**config.mk**
```make
export PLATFORM = sky130hd
export DESIGN_NAME = cdc_xfer_arbiter
export DESIGN_NICKNAME = d
export VERILOG_FILES = /design/src/rtl/cdc_xfer_pkg.sv /design/src/rtl/rr_arbiter.sv /design/src/rtl/cdc_xfer_arbiter.sv
export SDC_FILE = /design/constraint.sdc
export NUM_CORES = 1
export LEC_CHECK = 0
export CAP_MARGIN = 20
export CORE_ASPECT_RATIO = 1.2
export CORE_MARGIN = 2
export CORE_UTILIZATION = 45
export DETAILED_ROUTE_END_ITERATION = 7
export PLACE_DENSITY = 0.73
export SLEW_MARGIN = 20
export SYNTH_ARGS = -nofsm -noshare
export SYNTH_HDL_FRONTEND = slang
export SYNTH_HIERARCHICAL = 1
export SYNTH_SLANG_ARGS = --single-unit
```
**constraint.sdc**
```tcl
create_clock -name fast_clk -period 6.7 [get_ports fast_clk]
set_input_delay 2.01 -clock fast_clk [delete_from_list [all_inputs] [get_ports fast_clk]]
set_output_delay 2.01 -clock fast_clk [all_outputs]
set_load 0.1 [all_outputs]
```
**src/rtl/cdc_xfer_pkg.sv**
```systemverilog
// cdc_xfer_pkg: shared state encoding for the CDC transfer arbiter
package cdc_xfer_pkg;
  localparam int ST_W = 1;
  typedef enum logic [ST_W-1:0] {IDLE, WAIT} state_t;
endpackage

```
**src/rtl/rr_arbiter.sv**
```systemverilog
// rr_arbiter: combinational one-hot round-robin grant starting the search at ptr
module rr_arbiter #(
  parameter int N_REQ = 4,
  localparam int IDX_W = $clog2(N_REQ)
) (
  input  logic [N_REQ-1:0] req,
  input  logic [IDX_W-1:0] ptr,
  output logic [N_REQ-1:0] grant
);
  logic found;
  logic [IDX_W-1:0] idx;
  // first requester at or after ptr, wrapping modulo N_REQ
  always_comb begin
    grant = '0;
    found = 1'b0;
    idx = '0;
    for (int k = 0; k < N_REQ; k++) begin
      idx = IDX_W'((int'(ptr) + k) % N_REQ);
      if (!found && req[idx]) begin
        grant[idx] = 1'b1;
        found = 1'b1;
      end
    end
  end
endmodule

```
**src/rtl/cdc_xfer_arbiter.sv**
```systemverilog
// cdc_xfer_arbiter: round-robin sharing of one toggle-handshake CDC channel
module cdc_xfer_arbiter
  import cdc_xfer_pkg::*;
#(
  parameter int N_REQ = 4,
  parameter int DATA_W = 4,
  parameter int SYNC_STAGES = 2,
  parameter int TIMEOUT = 255,
  localparam int IDX_W = $clog2(N_REQ)
) (
  input  logic                    fast_clk,
  input  logic                    rst_n,
  input  logic [N_REQ-1:0]        in_valid,
  input  logic [N_REQ*DATA_W-1:0] in_data,
  output logic [N_REQ-1:0]        in_ready,
  output logic                    xfer_req,
  output logic [DATA_W-1:0]       xfer_data,
  output logic [IDX_W-1:0]        xfer_src,
  input  logic                    xfer_ack,
  output logic                    busy,
  output logic                    done,
  output logic [IDX_W-1:0]        done_src,
  output logic                    timeout_err,
  output logic                    spur_err,
  input  logic                    err_clr
);
  localparam int TMR_W = TIMEOUT > 0 ? $clog2(TIMEOUT + 1) : 1;
  localparam logic [TMR_W-1:0] T_MAX = TMR_W'(TIMEOUT);
  localparam logic [TMR_W-1:0] T_LAST = TMR_W'(TIMEOUT - 1);

  state_t state;
  logic [SYNC_STAGES-1:0] sync;
  logic sync_prev, ack_edge, accept, timeout_hit;
  logic [TMR_W-1:0] timer;
  logic [IDX_W-1:0] rr_ptr, win_idx, next_ptr;
  logic [N_REQ-1:0] grant;
  logic [DATA_W-1:0] win_data;

  rr_arbiter #(.N_REQ(N_REQ)) u_arb (.req(in_valid), .ptr(rr_ptr), .grant(grant));

  // no grant in the done cycle, leaving one idle cycle between transfers
  assign in_ready = (state == IDLE && !done) ? grant : '0;
  assign accept = |in_ready;
  assign ack_edge = sync[SYNC_STAGES-1] ^ sync_prev;
  assign timeout_hit = TIMEOUT != 0 && state == WAIT && !ack_edge && timer == T_LAST;
  assign next_ptr = (win_idx == IDX_W'(N_REQ - 1)) ? '0 : win_idx + 1'b1;

  // encode the one-hot grant and select the winner's word
  always_comb begin
    win_idx = '0;
    win_data = '0;
    for (int i = 0; i < N_REQ; i++)
      if (grant[i]) begin
        win_idx = IDX_W'(i);
        win_data = in_data[i*DATA_W +: DATA_W];
      end
  end

  // ack synchroniser with a trailing flop for toggle edge detection
  always_ff @(posedge fast_clk or negedge rst_n)
    if (!rst_n) begin
      sync <= '0;
      sync_prev <= 1'b0;
    end else begin
      sync <= {sync[SYNC_STAGES-2:0], xfer_ack};
      sync_prev <= sync[SYNC_STAGES-1];
    end

  // transfer FSM: accept and toggle in IDLE, hold the word in WAIT until the ack edge
  always_ff @(posedge fast_clk or negedge rst_n)
    if (!rst_n) begin
      state <= IDLE;
      xfer_req <= 1'b0;
      xfer_data <= '0;
      xfer_src <= '0;
      busy <= 1'b0;
      done <= 1'b0;
      done_src <= '0;
      timer <= '0;
      rr_ptr <= '0;
    end else begin
      done <= 1'b0;
      if (state == IDLE) begin
        if (accept) begin
          state <= WAIT;
          busy <= 1'b1;
          xfer_req <= ~xfer_req;
          xfer_data <= win_data;
          xfer_src <= win_idx;
          rr_ptr <= next_ptr;
          timer <= '0;
        end
      end else begin
        timer <= (timer == T_MAX) ? timer : timer + 1'b1;
        if (ack_edge) begin
          state <= IDLE;
          busy <= 1'b0;
          done <= 1'b1;
          done_src <= xfer_src;
        end
      end
    end

  // sticky error flags; a set beats a simultaneous clear
  always_ff @(posedge fast_clk or negedge rst_n)
    if (!rst_n) begin
      timeout_err <= 1'b0;
      spur_err <= 1'b0;
    end else begin
      timeout_err <= timeout_hit | (timeout_err & ~err_clr);
      spur_err <= (state == IDLE && ack_edge) | (spur_err & ~err_clr);
    end
endmodule

```
### Word-level counts from Yosys, hierarchy flattened

Cells that the tools add are included.

* add/subtract/negate cells: 5
* order comparisons: 8
* equality and inequality tests: 5
* mux-type cells: 43
* bitwise operators: 11
* reduce and logical (&&, ||, !) cells: 22

Operators by type and width (number)
* $mux 4: 9
* $mux 8: 3
* $mux 1: 20
* $eq 8x8->1 const B: 2
* $lt 2x3->1 const B: 4
* $or 4x4->4: 3
* $logic_and 1x1->1: 11
* $add 8x1->8 const B: 1
* $bmux 1 s2: 4
* $demux 1 s2: 4
* $ge 2x1->1 const B: 4
* $reduce_and 2->1: 4
* $mux 2: 3
* $logic_not 1->1: 5
* $add 2x1->2 const B: 2
* $add 2x2->2 const B: 2
* $reduce_or 4->1: 1
* $not 1->1: 3
* $and 1x1->1: 2
* $eq 2x2->1 const B: 1
* $ne 2x1->1 const B: 1
* $ne 2x2->1 const B: 1
* $or 1x1->1: 2
* $reduce_bool 2->1: 1
* $xor 1x1->1: 1

* register bits: 27
* input bits: 24
* output and inout port bits: 17
* word-level logic and storage cells: 107

### Longest topological paths before layout

* word-level depth: 17
* depth in mapped cells: 11
* gate-level depth less buffers: 10

### By module

The synthesis kept the hierarchy.

By module, submodules not included
* cdc_xfer_arbiter: instances 1, cells each 138, area each 1337.5 um^2, seq. area each 675.6 um^2
* rr_arbiter: instances 1, cells each 36, area each 337.8 um^2, seq. area each 0.0 um^2

### Worst setup path after synthesis

No wires, ideal clock.

* path kind: input to output
* from: input port in_valid[3]
* to: output port in_ready[0]
* data arrival time: 5.436 ns
* required time: 4.690 ns
* slack: -0.746 ns
* cell stages on the path: 7
* buffers on the path: 1
* path through: mux4_2 buf_6 nor4b_4 nand2_1 o211ai_1 inv_1 nor3_1

* word-level cells in the longest chain between the ends: 13
* elaborated cells between the ends (all ways): 25
* classes of those cells: mux: 16; bitwise: 3; reduce/logical: 6

RTL lines
* from (decl): RTL line cdc_xfer_arbiter.sv:13 `input logic [N_REQ-1:0] in_valid,`
* $bmux 1 s2: RTL line rr_arbiter.sv:19 `if (!found && req[idx]) begin`
* $mux 1 (implied by the code): RTL line rr_arbiter.sv:19
* $mux 1: RTL line rr_arbiter.sv:19
* $logic_not 1->1: RTL line rr_arbiter.sv:19
* $logic_and 1x1->1: RTL line rr_arbiter.sv:19
* $mux 1: RTL line rr_arbiter.sv:19
* $logic_not 1->1: RTL line rr_arbiter.sv:19
* $logic_and 1x1->1: RTL line rr_arbiter.sv:19
* $mux 1: RTL line rr_arbiter.sv:19
* $logic_not 1->1: RTL line rr_arbiter.sv:19
* $logic_and 1x1->1: RTL line rr_arbiter.sv:19
* $mux 4 (*): RTL line rr_arbiter.sv:19
* named net grant[0]: RTL line cdc_xfer_arbiter.sv:36 `logic [N_REQ-1:0] grant;`
* $mux 4 (*): RTL line cdc_xfer_arbiter.sv:42 `assign in_ready = (state == IDLE && !done) ? grant : '0;`
* to (decl): RTL line cdc_xfer_arbiter.sv:15 `output logic [N_REQ-1:0] in_ready,`

Mark *: on every way through the listed nets, which the timed path passes. The rest lies on a longest branch. The select of a mux whose other input is x is not followed.

### Worst setup path after layout

Same ends and word-level chain as after synthesis.

==> results.md <==
- Status: completed
- Dpl cells: 249
- FILL cells: 293
- Drt pass-1 iters: 4
- Clk root buf: clkbuf_8
- Final Cycle Share: 0.938
- Post-synthesis register bit count: 27
- Die Y: 70.8 µm
- Startpoint types: primary input
- Final Max Tran Viols: 0
- Chip width: 59.7 µm
- Initial antenna violation count: 0
- Top_reg_cell synth: dfrtp_1
- Hold Vio Cnt, Final: 0
- Finish-stage setup viols: 0
- Buffer levels on the longest clock path: 2
- Setup bufs post-CTS: 0
- Worst-path fanout max: 10
- Grt ovf: 0
- Ys async rst share: 1.00
- Final wirelength: 3.81 mm
- Worst-path cell chain: clkdlybuf4s50_1, mux4_2, nor4b_4, nand2_1, o211ai_1, inv_1, nor3_2, buf_12
- Hold crit path type: reg -> reg
- Area occupied by multi-input gates: 882 µm²
- Largest cells by area after synthesis: dfrtp_1 (40%), ha_1 (6.0%), nand2_1 (5.4%)
- Mapped Cells: 174
- Worst setup margin: 0.418 ns
- Vias/cell: 5.61
- Clk sinks: 27
- Remaining DRCs: 0
- DR iter-0 viols: 72
- Cell row count: 24
- Vias in the first global route: 1,454
- Post-synthesis cell area: 1680 µm²
- Wirelength per Cell: 15.0 µm
- Slowest stage delay, CP: 0.62 ns
- First-pass GRT wire length: 6.44 mm
- Req. time, crit path: 4.69 ns
- Fmax: 159 MHz
- Cell taking the most area after synthesis: dfrtp_1
- Layout Cells excl Fill: 254
- Dpl ws: 0.449 ns
- Clock transition at path regs: 0.09 ns
- Synth Warn #: 6
- Post-cts sizing count: 0
- CP max stage cell: mux4_2
- Max cap viols: 0
- TritonCTS clock tree: yes
- Vias: 1,424
- Sequential share of the synthesized area: 0.403
- Num CTS Buffers: 3
- Area share of the leading cell type in the synthesized netlist: 0.403
- GP Congestion: 0.823
- Critical Path End Type: output pin
- Synth-to-layout area growth: 31.3%
- Placed wire-length estimate: 2.90 mm
- # IOs: 41
- Layout cells sized above 1: 0.130
- Core area: 3600 µm²
- Die Area: 4230 µm²
- Slew of the pin with the lowest slew margin: 0.983 ns
- Worst path arrival time: 4.27 ns
- Cts hold-fix bufs: 0
- Antenna Violating Nets Remaining: 0
- Unique masters post-synth: 36
- Port bufs: 40
- Pin count of the biggest net entering global routing: 28
- Worst slew margin: 0.343
- Syn avg cell area: 9.63 µm²
- All-Layer GR Usage: 0.194
- Final Critical Period: 6.28 ns
- Post-synth EDFFs: 0
- Final setup TNS: 0 ns
- Mapped Nets: 206
- Clock Latency Late Sink: 0.28 ns
- H-tree levels: 1
- Ant. Diodes: 0
- Type of the worst setup path: in -> out
- RSZ-0062 raised after global routing: false
- Worst Skew: 0.00574 ns
- Nets: 248
- Initial Util: 0.465
- Sequential Area: 676 µm²
-- sequential cells by signal, indices dropped and copies added (netlist names) --
register,cells
xfer_src,2
timeout_err,1
done,1
rr_ptr,2
done_src,2
timer,8
busy,1
xfer_data,4
spur_err,1
sync_prev,1
xfer_req,1
sync,2
state,1
-- layout make-up --
class | count | share of cell area
Tap cell | 39 | 0.0222
Timing Repair Buffer | 45 | 0.217
Clock buffer | 3 | 0.0188
Inverter | 18 | 0.0307
Multi-Input combinational cell | 121 | 0.401
Sequential cell | 27 | 0.307
Clock inverter | 1 | 0.00341
-- cell usage after synthesis (2+ instances only) --
cell type   n
xnor2_1     5
mux4_1      2
dfrtp_1    27
o21ai_0    15
nand4_1     2
and2_1      3
o211ai_1    4
buf_2       2
o22ai_1     2
nand3_1     8
inv_1      18
a21oi_1    14
buf_6       3
a32o_1      3
nor3_1      2
nand2_1    24
xor2_1      2
a21o_2      5
mux4_2      2
clkbuf_1    3
o21ai_2     2
a22oi_1     5
ha_1        8
-- final timing paths --
| kind | from | cells after the start | to | slack, ns |
|---|---|---|---|---|
| hold / removal | sync[0] | 0 | sync[1] | 0.37 |
| hold reg to reg | sync[0] | 0 | sync[1] | 0.37 |
| setup / recovery | in_valid[3] | 8 | in_ready[0] | 0.42 |
| setup reg to reg | rr_ptr[0] | 11 | rr_ptr[0] | 3.48 |
| max in group asynchronous | rst_n | 1 | rr_ptr[0] | 4.58 |
| min in group asynchronous | rst_n | 1 | sync[0] | 1.72 |
-- metrics by stage --
stage,utilization,cell area (µm²),hold WS (ns)
6_report,0.610,2200,0.369
5_1_grt,0.610,2200,0.383
4_1_cts,0.607,2190,0.374
3_5_place_dp,0.594,2140,0.344
3_3_place_gp,0.595,2140,0.346
2_1_floorplan,-,1680,0.331
-- layer usage --
metal | vias up | wire length [µm] | part of all wire | GRT usage
li1 | 699 | - | - | -
met1 | 665 | 1540 | 0.40 | 0.232
met4 | 0 | 78 | 0.020 | 0.0840
met2 | 50 | 1980 | 0.52 | 0.339
met5 | - | 0 | 0 | 0
met3 | 10 | 210 | 0.055 | 0.0256
-- critical path: cells and delay by family --
| kind | cells | cell delay, ns |
|---|---|---|
| buffers and inverters | 3 | 0.76 |
| muxes | 1 | 0.62 |
| AOI/OAI and AO/OA | 1 | 0.12 |
| and+or+nand+nor | 3 | 0.76 |
-- cells in the final DEF (no fill, tap or decap), types with 2 or more instances in the layout --
| master | instances |
|---|---|
| ha_1 | 8 |
| o211ai_1 | 4 |
| o21ai_2 | 2 |
| and2_1 | 3 |
| nand4_1 | 2 |
| clkbuf_8 | 3 |
| a22oi_1 | 5 |
| clkdlybuf4s50_1 | 35 |
| buf_4 | 4 |
| mux4_1 | 2 |
| buf_12 | 4 |
| nand2_1 | 24 |
| o22ai_1 | 2 |
| xnor2_1 | 5 |
| xor2_1 | 2 |
| a32o_1 | 3 |
| nand3_1 | 8 |
| mux4_2 | 2 |
| a21oi_1 | 14 |
| inv_1 | 18 |
| dfrtp_1 | 27 |
| o21ai_0 | 15 |
| a21o_2 | 5 |
-- kinds of logic after synthesis --
logic type,synth area share
compound gates,0.223
simple gates,0.139
flops,0.403
buf+inv,0.0732
fa+ha+maj,0.0597
xor+xnor,0.0366
mux,0.0650
Power is not shown: default switching activity piles up to over one toggle a cycle in this logic, so the estimate is an artifact.
